[src/rtl/rtc_access_sched.sv]
// Round-robin arbiter and burst sequencer that drives the multiplexed RTC chip bus for the time/date/timer clients.
// Busy for 1+NBYTES*(2*T_STB+2*T_GAP)+1 cycles; no backpressure: requests wait in IDLE, wdata must be valid throughout D_STB.
module rtc_access_sched #(
    parameter int          NBYTES     = 3,
    parameter int          T_STB      = 4,
    parameter int          T_GAP      = 2,
    parameter logic [7:0]  BASE_TIME  = 8'h21,
    parameter logic [7:0]  BASE_DATE  = 8'h24,
    parameter logic [7:0]  BASE_TIMER = 8'h41
) (
    input  logic       i_clk,
    input  logic       i_reset,
    input  logic       i_req_time,
    input  logic       i_req_date,
    input  logic       i_req_timer,
    input  logic       i_wr,
    input  logic [7:0] i_wdata,
    output logic [1:0] o_grant,
    output logic       o_busy,
    output logic [1:0] o_byte_idx,
    output logic       o_wdata_ack,
    output logic [7:0] o_rdata,
    output logic       o_rdata_vld,
    output logic       o_done,
    output logic       o_cs_n,
    output logic       o_rd_n,
    output logic       o_wr_n,
    output logic       o_a_d,
    output logic [7:0] o_ad_out,
    output logic       o_ad_oe,
    input  logic [7:0] i_ad_in
);

    typedef enum logic [2:0] {
        S_IDLE, S_GRANT, S_A_STB, S_A_HOLD, S_D_STB, S_D_HOLD, S_DONE
    } state_t;

    state_t     r_state, w_next;
    logic [7:0] r_cnt;
    logic [1:0] r_grant, r_rr, r_idx, w_win;
    logic       r_wr, r_rdata_vld;
    logic [7:0] r_wdat, r_rdata, w_base, w_addr;
    logic       w_stb_end, w_gap_end, w_last;

    assign w_stb_end = (r_cnt == 8'(T_STB - 1));
    assign w_gap_end = (r_cnt == 8'(T_GAP - 1));
    assign w_last    = (r_idx == 2'(NBYTES - 1));

    // First requester after the last-granted client, order time -> date -> timer -> time.
    always_comb begin
        w_win = 2'd0;
        case (r_rr)
            2'd1:    w_win = i_req_date  ? 2'd2 : i_req_timer ? 2'd3 : i_req_time  ? 2'd1 : 2'd0;
            2'd2:    w_win = i_req_timer ? 2'd3 : i_req_time  ? 2'd1 : i_req_date  ? 2'd2 : 2'd0;
            default: w_win = i_req_time  ? 2'd1 : i_req_date  ? 2'd2 : i_req_timer ? 2'd3 : 2'd0;
        endcase
    end

    always_comb begin
        w_base = 8'h00;
        case (r_grant)
            2'd1:    w_base = BASE_TIME;
            2'd2:    w_base = BASE_DATE;
            2'd3:    w_base = BASE_TIMER;
            default: w_base = 8'h00;
        endcase
    end

    assign w_addr = w_base + {6'b0, r_idx};

    always_ff @(posedge i_clk or negedge i_reset) begin
        if (!i_reset) r_state <= S_IDLE;
        else          r_state <= w_next;
    end

    always_comb begin
        w_next = r_state;
        case (r_state)
            S_IDLE:   if (w_win != 2'd0) w_next = S_GRANT;
            S_GRANT:  w_next = S_A_STB;
            S_A_STB:  if (w_stb_end) w_next = S_A_HOLD;
            S_A_HOLD: if (w_gap_end) w_next = S_D_STB;
            S_D_STB:  if (w_stb_end) w_next = S_D_HOLD;
            S_D_HOLD: if (w_gap_end) w_next = w_last ? S_DONE : S_A_STB;
            S_DONE:   w_next = S_IDLE;
            default:  w_next = S_IDLE;
        endcase
    end

    always_ff @(posedge i_clk or negedge i_reset) begin
        if (!i_reset) begin
            r_cnt       <= 8'd0;
            r_grant     <= 2'd0;
            r_rr        <= 2'd3;
            r_idx       <= 2'd0;
            r_wr        <= 1'b0;
            r_wdat      <= 8'h00;
            r_rdata     <= 8'h00;
            r_rdata_vld <= 1'b0;
        end else begin
            r_cnt       <= (w_next != r_state) ? 8'd0 : r_cnt + 8'd1;
            r_rdata_vld <= 1'b0;
            case (r_state)
                S_IDLE: if (w_next == S_GRANT) begin
                    r_grant <= w_win;
                    r_wr    <= i_wr;
                    r_idx   <= 2'd0;
                end
                S_D_STB: if (w_stb_end) begin
                    if (r_wr) begin
                        r_wdat <= i_wdata;
                    end else begin
                        r_rdata     <= i_ad_in;
                        r_rdata_vld <= 1'b1;
                    end
                end
                S_D_HOLD: if (w_gap_end && !w_last) r_idx <= r_idx + 2'd1;
                S_DONE: begin
                    r_rr    <= r_grant;
                    r_grant <= 2'd0;
                    r_idx   <= 2'd0;
                end
                default: ;
            endcase
        end
    end

    // Bus pins decode straight from state so an async reset releases them immediately.
    always_comb begin
        o_cs_n      = 1'b1;
        o_rd_n      = 1'b1;
        o_wr_n      = 1'b1;
        o_a_d       = 1'b0;
        o_ad_oe     = 1'b0;
        o_ad_out    = 8'h00;
        o_wdata_ack = 1'b0;
        o_done      = 1'b0;
        case (r_state)
            S_GRANT, S_A_HOLD: begin
                o_cs_n   = 1'b0;
                o_ad_oe  = 1'b1;
                o_ad_out = w_addr;
            end
            S_A_STB: begin
                o_cs_n   = 1'b0;
                o_ad_oe  = 1'b1;
                o_ad_out = w_addr;
                o_wr_n   = 1'b0;
            end
            S_D_STB: begin
                o_cs_n = 1'b0;
                o_a_d  = 1'b1;
                if (r_wr) begin
                    o_ad_oe     = 1'b1;
                    o_ad_out    = i_wdata;
                    o_wr_n      = 1'b0;
                    o_wdata_ack = w_stb_end;
                end else begin
                    o_rd_n = 1'b0;
                end
            end
            S_D_HOLD: begin
                o_cs_n   = 1'b0;
                o_a_d    = 1'b1;
                o_ad_oe  = r_wr;
                o_ad_out = r_wr ? r_wdat : 8'h00;
            end
            S_DONE:  o_done = 1'b1;
            default: ;
        endcase
    end

    assign o_grant     = r_grant;
    assign o_busy      = (r_state != S_IDLE);
    assign o_byte_idx  = r_idx;
    assign o_rdata     = r_rdata;
    assign o_rdata_vld = r_rdata_vld;

endmodule

[config.mk]
export PLATFORM = sky130hd
export DESIGN_NAME = rtc_access_sched
export DESIGN_NICKNAME = d
export VERILOG_FILES = /design/src/rtl/rtc_access_sched.sv
export SDC_FILE = /design/constraint.sdc
export NUM_CORES = 1
export LEC_CHECK = 0
export BUFFER_PORTS_ARGS = -buffer_cell sky130_fd_sc_hd__buf_2
export CAP_MARGIN = 25
export CORE_ASPECT_RATIO = 0.7
export CORE_MARGIN = 2
export CORE_UTILIZATION = 52
export DETAILED_ROUTE_END_ITERATION = 16
export PLACE_DENSITY = 0.89
export SYNTH_ARGS = -nofsm -noshare
export SYNTH_HDL_FRONTEND = slang
export SYNTH_SLANG_ARGS = --single-unit
[constraint.sdc]
create_clock -name i_clk -period 2.65 [get_ports i_clk]
set_input_delay 0 -clock i_clk [delete_from_list [all_inputs] [get_ports i_clk]]
set_output_delay 0 -clock i_clk [all_outputs]
set_load 0.1 [all_outputs]
Word-level counts from Yosys, hierarchy flattened
Cells that the tools add are included.
Widths: inputs -> output; s select.
{ "op_classes": {"add_sub_neg": 3, "n_eq_ne": 18, "n_mux": 39, "bitwise": 1, "reduce_logical": 15} }
{ "op_table": {"columns": ["cell", "count"], "rows": [
  ["$mux 8", 3],
  ["$pmux 8 s3", 1],
  ["$mux 2", 11],
  ["$pmux 7 s3", 1],
  ["$mux 3", 6],
  ["$pmux 3 s6", 1],
  ["$mux 1", 11],
  ["$eq 3x3->1 const B", 3],
  ["$reduce_and 3->1", 3],
  ["$add 8x1->8 const B", 1],
  ["$add 8x2->8", 1],
  ["$eq 2x2->1 const B", 4],
  ["$eq 8x1->1 const B", 1],
  ["$eq 8x2->1 const B", 1],
  ["$pmux 2 s2", 2],
  ["$eq 3x1->1 const B", 2],
  ["$eq 3x2->1 const B", 2],
  ["$pmux 2 s3", 1],
  ["$reduce_bool 3->1", 2],
  ["$reduce_or 5->1", 1],
  ["$eq 2x1->1 const B", 2],
  ["$ne 2x2->1 const B", 2],
  ["$reduce_and 2->1", 2],
  ["$reduce_bool 2->1", 2],
  ["other kinds (10)", 10]
]} }
{ "totals": {"ff_bits": 35, "inputBits": 22, "out_inout_bits": 29, "word_cells": 85} }

Longest topological paths before layout
Gate-level depths: netlist (run 1).
{ "logic_depth": {"ltp_word": 10, "mapped_depth": 8} }

Worst setup path before layout (run 1)
No wires, ideal clock.
{ "synth_path": {"kind": "register to output", "start": "reg r_state[1]", "end": "out o_ad_out[0]", "t_arrival_ns": 3.981, "required_time_ns": 2.650, "path_slack_ns": -1.331, "stages_incl_launch_ff": 7, "path_buffers": 2, "cell_sequence": "dfrtp_1 clkbuf_1 or2b_1 inv_1 nand2_1 clkbuf_1 o21ai_0"} }
{ "synth_via": {"elab_chain_len": 3, "elab_cells_between_ends": 7, "cone_classes": "5 x eq/ne; 1 x mux; 1 x reduce/logical"} }
{ "synth_rtl": {"columns": ["element", "line", "source"], "rows": [
  ["start, declared", "38", "state_t r_state, w_next;"],
  ["start signal, assigned", "73", "else r_state <= w_next;"],
  ["$eq 3x2->1 or $eq 3x1->1 (tied branches)", "138", "case (r_state)"],
  ["$reduce_or 3->1 (no source line)", null, null],
  ["$pmux 8 s3 *", "138", null],
  ["end, declared", "29", "output logic [7:0] o_ad_out,"]
]} }
Every way passes the cells marked *; elsewhere a longest branch is shown, timed or not.

Worst setup path after layout (run 1)
{ "layout_path": {"start": "reg r_state[0]", "end": "out o_wdata_ack"} }
{ "layout_via": {"elab_chain_len": 2} }
{ "layout_rtl": {"columns": ["element", "line", "source"], "rows": [
  ["$eq 3x3->1", "138", null],
  ["$mux 1", "138", null],
  ["end, declared", "21", "output logic o_wdata_ack,"]
]} }
No other way between the ends.

==> results of run 1 <==
==> worst register-to-register path, delay by kind of cell, from the launching register on <==
family	cells	cell delay, ps
adder cells (fa/ha/maj)	1	340
AO/OA/AOI/OAI	2	490
flip-flops	1	530
AND/OR/NAND/NOR	2	630
buffers and inverters	1	50
==> synthesized netlist by cell type, drive strengths merged (2+ instances only) <==
library cell / instances
dfstp: 2
or3: 4
xor2: 3
o22ai: 3
nor2: 12
inv: 7
a2111o: 2
nand2: 16
a41oi: 2
nor2b: 2
a21oi: 5
nand3: 8
buf: 3
nor3: 4
mux2: 17
clkbuf: 4
dfrtp: 33
xnor2: 3
o21ai: 10
mux2i: 10
nand2b: 2
ha: 12
o31ai: 2
and2: 6
==> report_power, final <==
group	total [uW]	switching, uW	internal [uW]
combinational	227	160	67.5
clock	427	189	237
sequential	584	19.7	565
total	1240	369	869
==> repair_timing <==
action                                  4_1_cts  5_1_grt
endpoints found under the hold margin        50        0
buffers inserted                              0        0
endpoints found under the setup margin        0        1
gates resized for setup                       0        1
hold buffers                                 18        0
==> through the flow <==
| step | hold slack (ps) | TNS [ps] | setup WS (ps) | util |
|---|---|---|---|---|
| CTS | 36.5 | 0 | 160 | 0.718 |
| global placement | 120 | 0 | 535 | 0.639 |
| global route | 68.4 | 0 | 97.0 | 0.718 |
| floorplan | -296 | -1490 | -203 | - |
| detailed placement | 128 | 0 | 480 | 0.639 |
| finish | 46.4 | 0 | 273 | 0.718 |
==> flip-flops by register name, indices dropped and copies added (netlist names) <==
signal and cells:
o_rdata 8, r_cnt 8, r_wdat 8, r_state 3
o_byte_idx 2, o_grant 2, r_rr 2, o_rdata_vld 1
r_wr 1
==> cell usage in the layout (no fill, tap or decap), types with 2 or more instances in the layout <==
| cell type | count |
|---|---|
| nand2_1 | 15 |
| buf_4 | 2 |
| and2_1 | 6 |
| mux2i_1 | 10 |
| xor2_1 | 3 |
| inv_1 | 7 |
| nor2b_1 | 2 |
| dfstp_2 | 2 |
| dfrtp_1 | 33 |
| dlygate4sd3_1 | 18 |
| ha_1 | 12 |
| buf_2 | 50 |
| a2111o_1 | 2 |
| xnor2_1 | 3 |
| or3_1 | 3 |
| a21oi_1 | 4 |
| mux2_2 | 17 |
| nand3_1 | 8 |
| nor3_1 | 4 |
| o22ai_2 | 2 |
| nand2b_1 | 2 |
| clkbuf_8 | 7 |
| a41oi_1 | 2 |
| o21ai_2 | 4 |
| o21ai_0 | 6 |
| nor2_1 | 9 |
| nor2_2 | 3 |
| o31ai_1 | 2 |
==> worst paths after layout <==
kind,from,endpoint,slack [ps],cells past startpoint
min in group asynchronous,i_reset,o_grant[0]$_DFFE_PN0P_,320,2
max in group asynchronous,i_reset,o_rdata[3]$_DFFE_PN0P_,1820,2
max,r_state[0]$_DFF_PN0_,o_wdata_ack,270,6
min,i_req_date,o_grant[0]$_DFFE_PN0P_,50,3
min reg2reg,o_rdata[6]$_DFFE_PN0P_,o_rdata[6]$_DFFE_PN0P_,500,1
max reg2reg,r_rr[0]$_DFFE_PN1P_,r_cnt[5]$_DFF_PN0_,530,6
==> cells by family (layout without fill, tap and decap cells) <==
logic type | after synthesis | after routing | synth area share
AO/OA/AOI/OAI | 28 | 28 | 0.0935
XOR/XNOR | 6 | 6 | 0.0267
adder cells (fa/ha/maj) | 12 | 12 | 0.0763
buffers and inverters | 14 | 85 | 0.0343
flip-flops | 35 | 35 | 0.446
multiplexers | 27 | 27 | 0.148
AND/OR/NAND/NOR | 63 | 63 | 0.175
==> layer usage <==
metal / part of all wire / track usage
met5: 0 / 0
met1: 0.45 / 0.305
met4: 0.013 / 0.0791
met2: 0.46 / 0.353
met3: 0.071 / 0.0654
==> cell type report <==
class,instances,area [sq um]
clock buffer,8,100
timing repair buffer,70,445
sequential,35,878
multi-input combinational,136,1060
tap,50,62.6
fill,270,1010
inverter,7,26.3
==> out/metrics.yaml, run 1 <==
outcome:
  status: "complete, no violations"
floorplanning:
  design.die.area_sq_um: 4300
  std_cell_rows: 18
  die_w_um: 77.5
  die_h_um: 55.5
  num_io_pins: 51
  coreArea_sq_um: 3580
  start_util: 0.550
worst_setup_path:
  worstPathArrival_ps: 2380
  slowest_delay_ps: 550
  worst_ep_required_time_ps: 2650
  critPathSlowestCell: "nor4b_1"
  cpMostUsedCell: "buf_4"
  critical_path_buf_inv_count: 3
  start_kind: "flip-flop"
  criticalPathCategory: "flip-flop to primary output"
  critical_path.top_delay_family: "simple AND/OR/NAND/NOR gates"
  worstSetupEndpointType: "primary output"
  cp_cell_sequence: "buf_4, buf_4, nor4b_1, nand2_1, nor2_2, buf_2"
  crit_fanout: 15
cts:
  clock_latency_ps: 290
  cts_tree: "done"
  cts_sinks: 35
  h-tree-depth: 2
  root_buffer: "clkbuf_8"
  cts_max_path_buffers: 2
  tritoncts.num_buffers: 5
  clkTransAtPathRegs_ps: 70
route:
  ant_nets: 0
  finalWirelength_um: 4430
  dr.pass1.iters: 4
  drtIter0Drc: 106
  drc_errors: 0
  routedWlPerCell_um: 14.5
  via_count: 1623
  viasPerCell: 5.30
power:
  vdd_drop_max_v: 0.000474
  power_density_nw_per_um2: 481
  power.total_uw: 1240
  p_leak_uw: 0.00119
placed_design:
  gp_congestion: 0.874
  post-dp-hpwl_um: 3050
  placed_area_sq_um: 2290
  placed_cells: 280
  portBuffers: 50
timing:
  maxSlewHeadroom: 0.476
  max_freq_mhz: 421
  finalCritPeriodShare: 0.897
  min_period_ps: 2380
  setup_violations: 0
  worstMarginPinSlew_ps: 786
  hold_viol_final: 0
  grt_setup_unrepaired: "false"
  fin_skew_ps: 5.21
  final_max_slew_viol_count: 0
global_routing:
  antenna_found_initial: 0
  grt_pass1_vias: 1610
  track_usage: 0.227
  grt_pass1_wl_um: 7600
  grt_max_degree: 36
  overflow: 0
synth:
  ys_warn_count: 0
  ys_ff_latch: 35
  synth_area_leaders: "dfrtp_1 (42%), mux2_2 (9.7%), ha_1 (7.6%)"
  synthFlopType: "dfrtp_1"
  synth.distinct_cells: 40
  synth_area_sq_um: 1970
  synthArstFlopShare: 1.00
  synthesis.nets: 219
  synth_edf_count: 0
  synth_cells: 185
  yosys.area.top_type_share: 0.420
  seq_area_frac_synth: 0.446
  avgSynthCellArea_sq_um: 10.6
  synth_top_area_cell: "dfrtp_1"
finish:
  area_growth_syn_to_layout_pct: 30.7
  layout-drive-gt1-share: 0.359
  finalNetCount: 289
  final_cells: 306
  fin_area_sq_um: 2570
  diodes: 0
job:
  drv_cap: 0
min_path:
  hold_class: "input port to flip-flop"
Note: power is estimated with default switching activity, not from simulation.
==> inputs of run 2 (changes only) <==
--- a/config.mk
+++ b/config.mk
@@ -7,7 +7,6 @@
 export LEC_CHECK = 0
 export BUFFER_PORTS_ARGS = -buffer_cell sky130_fd_sc_hd__buf_2
 export CAP_MARGIN = 25
-export CORE_ASPECT_RATIO = 0.7
 export CORE_MARGIN = 2
 export CORE_UTILIZATION = 52
 export DETAILED_ROUTE_END_ITERATION = 16
==> out/metrics.yaml, run 2 (synthesized netlist as in run 1, its figures left out) <==
worst_setup_path:
  crit_fanout: 11
  worstSetupEndpointType: "primary output"
  critPathSlowestCell: "dfrtp_1"
  cp_cell_sequence: "or2b_1, inv_1, nand2_1, o22ai_2, buf_2"
  start_kind: "flip-flop"
  worst_ep_required_time_ps: 2650
  worstPathArrival_ps: 2420
  criticalPathCategory: "flip-flop to primary output"
  slowest_delay_ps: 510
finish:
  final_util: 0.694
  area_growth_syn_to_layout_pct: 29.1
  final_cells: 303
  final_cell_mix: "buf_2 (50), dfrtp_1 (33), dlygate4sd3_1 (18), mux2_2 (17), nand2_1 (16)"
  final_common_cell: "buf_2"
  finalNetCount: 288
  diodes: 0
  layout-drive-gt1-share: 0.349
timing:
  fin_skew_ps: 4.59
  grt_setup_unrepaired: "false"
  max_freq_mhz: 414
  maxSlewHeadroom: 0.478
  fin_setup_tns_ps: 0
  fin_ws_ps: 232
  hold_viol_final: 0
  worstMarginPinSlew_ps: 783
  final_max_slew_viol_count: 0
  whs_ps: 44.3
  finalCritPeriodShare: 0.912
  setup_violations: 0
  min_period_ps: 2420
route:
  ant_nets: 0
  viasPerCell: 5.45
  drtIter0Drc: 62
  routedWlPerCell_um: 14.4
  via_count: 1652
  finalWirelength_um: 4380
  drc_errors: 0
  dr.pass1.iters: 4
floorplanning:
  std_cell_rows: 22
  start_util: 0.538
  num_io_pins: 51
  coreArea_sq_um: 3660
  die_w_um: 65.5
  die_h_um: 65.5
  design.die.area_sq_um: 4290
min_path:
  hold_class: "input port to flip-flop"
cts:
  cts_tree: "done"
  tritoncts.num_buffers: 5
  cts_sinks: 35
  cts_max_path_buffers: 2
  root_buffer: "clkbuf_8"
  h-tree-depth: 2
  ctsResizeCount: 0
  clock_latency_ps: 280
  clkTransAtPathRegs_ps: 70
  post_cts_buffers: 0
power:
  vdd_drop_max_v: 0.000460
  power_density_nw_per_um2: 462
  p_leak_uw: 0.00117
global_routing:
  overflow: 0
  grt_pass1_wl_um: 7260
  antenna_found_initial: 0
  grt_pass1_vias: 1560
  grt_max_degree: 36
  track_usage: 0.222
job:
  drv_cap: 0
placed_design:
  post-dp-hpwl_um: 2980
  gp_congestion: 0.873
  placed_cells: 277
  portBuffers: 50
  post-place-ws_ps: 591
outcome:
  status: "complete, no violations"
run 2: changes by cell type in the layout (fill, tap and decap cells not counted):
cell	delta
clkbuf_8	-2
buf_4	-1
clkbuf_1	+1
clkinv_2	+1
nand2_1	+1
nand2_2	-1
run 2: critical path, delay by kind of cell (launching register included):
family	cells	cell delay, ps
AO/OA/AOI/OAI	1	290
buffers and inverters	2	640
flip-flops	1	510
AND/OR/NAND/NOR	2	700
run 2: through the flow:
step | power (uW) | area, sq um
floorplan | 743 | 2000
global placement | 795 | 2280
detailed placement | 800 | 2280
CTS | 1180 | 2540
global route | 1230 | 2540
finish | 1170 | 2540
run 2: worst paths after layout:
kind                                              from                     end  slack (ps)  depth (start not counted)
worst max-delay path              r_state[2]$_DFF_PN0_             o_ad_out[3]         230                          5
worst min-delay path                        i_req_date  o_grant[0]$_DFFE_PN0P_          40                          3
worst max register to register      r_cnt[2]$_DFF_PN0_   r_wdat[7]$_DFFE_PN0P_         560                          4
worst min register to register  o_rdata[0]$_DFFE_PN0P_  o_rdata[0]$_DFFE_PN0P_         500                          1
max in group asynchronous                      i_reset   o_rdata_vld$_DFF_PN0_        1810                          2
min in group asynchronous                      i_reset  o_rdata[3]$_DFFE_PN0P_         340                          2
run 2: routing by layer:
layer / global-route usage / part of all wire
met2: 0.367 / 0.49
met5: 0 / 0
met3: 0.0462 / 0.060
met1: 0.293 / 0.44
met4: 0.0703 / 0.0091
run 2: final cells by class:
class                   instances  area [sq um]
inverters                       7          26.3
clock inverters                 1          5.00
well taps                      48          60.1
repair buffers                 69           438
flip-flops and latches         35           878
multi-input cells             136          1060
clock buffers                   7          76.3
fillers                       268          1120
run 2: where the power goes:
group | switching [uW] | leakage, uW | internal (uW)
logic | 160 | 0.000705 | 67.6
clock network | 178 | 0.0000422 | 184
registers | 19.6 | 0.000425 | 565
run 2: what timing repair did:
item                                    4_1_cts  5_1_grt
endpoints found under the hold margin        50        0
endpoints found under the setup margin        0        0
hold buffers                                 18        0
==> inputs of run 3 (changes only) <==
--- a/config.mk
+++ b/config.mk
@@ -7,10 +7,13 @@
 export LEC_CHECK = 0
 export BUFFER_PORTS_ARGS = -buffer_cell sky130_fd_sc_hd__buf_2
 export CAP_MARGIN = 25
+export CELL_PAD_IN_SITES_DETAIL_PLACEMENT = 1
+export CELL_PAD_IN_SITES_GLOBAL_PLACEMENT = 2
 export CORE_MARGIN = 2
-export CORE_UTILIZATION = 52
+export CORE_UTILIZATION = 33
 export DETAILED_ROUTE_END_ITERATION = 16
-export PLACE_DENSITY = 0.89
+export GPL_TIMING_DRIVEN = 0
+export PLACE_DENSITY = 0.9
 export SYNTH_ARGS = -nofsm -noshare
 export SYNTH_HDL_FRONTEND = slang
 export SYNTH_SLANG_ARGS = --single-unit
==> out/metrics.yaml, run 3 (synthesized netlist as in run 1, its figures left out) <==
power:
  p_leak_uw: 0.00120
  power_density_nw_per_um2: 492
  vdd_drop_max_v: 0.000465
cts:
  tritoncts.num_buffers: 5
  post_cts_buffers: 0
  cts_max_path_buffers: 2
  cts_tree: "done"
  root_buffer: "clkbuf_8"
  clkTransAtPathRegs_ps: 80
  h-tree-depth: 2
  clock_latency_ps: 290
  cts_sinks: 35
timing:
  min_period_ps: 2500
  grt_setup_unrepaired: "false"
  worstMarginPinSlew_ps: 817
  setup_violations: 0
  maxSlewHeadroom: 0.455
  hold_viol_final: 0
  final_max_slew_viol_count: 0
  fin_skew_ps: 6.01
  fin_ws_ps: 155
  finalCritPeriodShare: 0.942
  max_freq_mhz: 401
  whs_ps: 24.8
worst_setup_path:
  worst_ep_required_time_ps: 2650
  criticalPathCategory: "flip-flop to primary output"
  start_kind: "flip-flop"
  worstPathArrival_ps: 2500
  crit_fanout: 10
  slowest_delay_ps: 600
  cp_cell_sequence: "buf_1, clkbuf_1, mux2i_1, o22ai_2, buf_2"
  worstSetupEndpointType: "primary output"
  critPathSlowestCell: "clkbuf_1"
  rrSetupSlack_ps: 470
route:
  dr.pass1.iters: 4
  met3WireLength_um: 175
  ant_nets: 0
  finalWirelength_um: 5060
  dr_wl_met2_um: 2570
  drc_errors: 0
  viasPerCell: 4.92
  via_count: 1654
  top_layer: "met4"
  drtIter0Drc: 30
  routedWlPerCell_um: 15.1
  wl_met1_um: 2240
global_routing:
  track_usage: 0.161
  grt_pass1_wl_um: 8090
  overflow: 0
  grt_pass1_vias: 1750
  antenna_found_initial: 0
  grt_max_degree: 36
placed_design:
  portBuffers: 50
  gp_congestion: 0.705
  post-place-ws_ps: 437
  post-dp-hpwl_um: 3460
floorplanning:
  num_io_pins: 51
  die_h_um: 81.2
  coreArea_sq_um: 5850
  design.die.area_sq_um: 6600
  die_w_um: 81.2
  std_cell_rows: 28
  start_util: 0.336
finish:
  final_cell_mix: "buf_2 (50), dfrtp_1 (33), dlygate4sd3_1 (18), mux2_2 (17), nand2_1 (16)"
  diodes: 0
  final_common_cell: "buf_2"
  layout-drive-gt1-share: 0.356
  finalNetCount: 294
  area_growth_syn_to_layout_pct: 34.2
job:
  drv_cap: 0
outcome:
  status: "complete, no violations"
min_path:
  hold_class: "input port to flip-flop"
-- run 3: per-layer routing --
metal,global-route usage,vias up
met5,0,-
met4,0.0508,0
met3,0.0367,10
met2,0.289,42
met1,0.191,799
li1,-,803
-- run 3: timing repair --
| item | 4_1_cts | 5_1_grt |
|---|---|---|
| hold buffers | 18 | 0 |
| endpoints found under the setup margin | 0 | 5 |
| endpoints found under the hold margin | 50 | 0 |
| resized for setup | 0 | 2 |
-- run 3: critical path, delay by kind of cell (launching register included) --
| kind | cells | cell delay [ps] |
|---|---|---|
| DFF | 1 | 420 |
| muxes | 1 | 200 |
| buffers and inverters | 3 | 1410 |
| AOI/OAI and AO/OA | 1 | 170 |
-- run 3: report_power, final --
group / internal [uW] / switching, uW
clock: 280 / 207
combinational: 67.6 / 161
sequential: 564 / 20.3
-- run 3: final timing paths --
| check | depth (start not counted) | to | from |
|---|---|---|---|
| max in group asynchronous | 2 | r_state[2]$_DFF_PN0_ | i_reset |
| min reg2reg | 1 | o_rdata[2]$_DFFE_PN0P_ | o_rdata[2]$_DFFE_PN0P_ |
| max reg2reg | 4 | r_wdat[0]$_DFFE_PN0P_ | r_cnt[2]$_DFF_PN0_ |
| max | 5 | o_ad_out[2] | r_state[0]$_DFF_PN0_ |
| min in group asynchronous | 2 | o_grant[1]$_DFFE_PN0P_ | i_reset |
| min | 3 | o_grant[0]$_DFFE_PN0P_ | i_req_date |
-- run 3: metrics by stage --
stage | cells | utilization | power (uW) | cell area (sq um) | TNS, ps
6_report | 336 | 0.451 | 1300 | 2640 | 0
5_1_grt | 336 | 0.451 | 1350 | 2640 | 0
4_1_cts | 336 | 0.451 | 1310 | 2640 | 0
3_5_place_dp | 310 | 0.401 | 803 | 2350 | 0
3_3_place_gp | 310 | 0.401 | 796 | 2350 | 0
2_1_floorplan | 185 | - | 743 | 2000 | -1490
-- run 3: area by class of cell --
type / instances / area (sq um)
tap: 75 / 93.8
sequential: 35 / 878
inverter: 7 / 26.3
timing repair buffer: 68 / 430
multi-input combinational: 136 / 1060
clock inverter: 3 / 43.8
fill: 677 / 3210
clock buffer: 5 / 68.8
buffer: 7 / 42.5
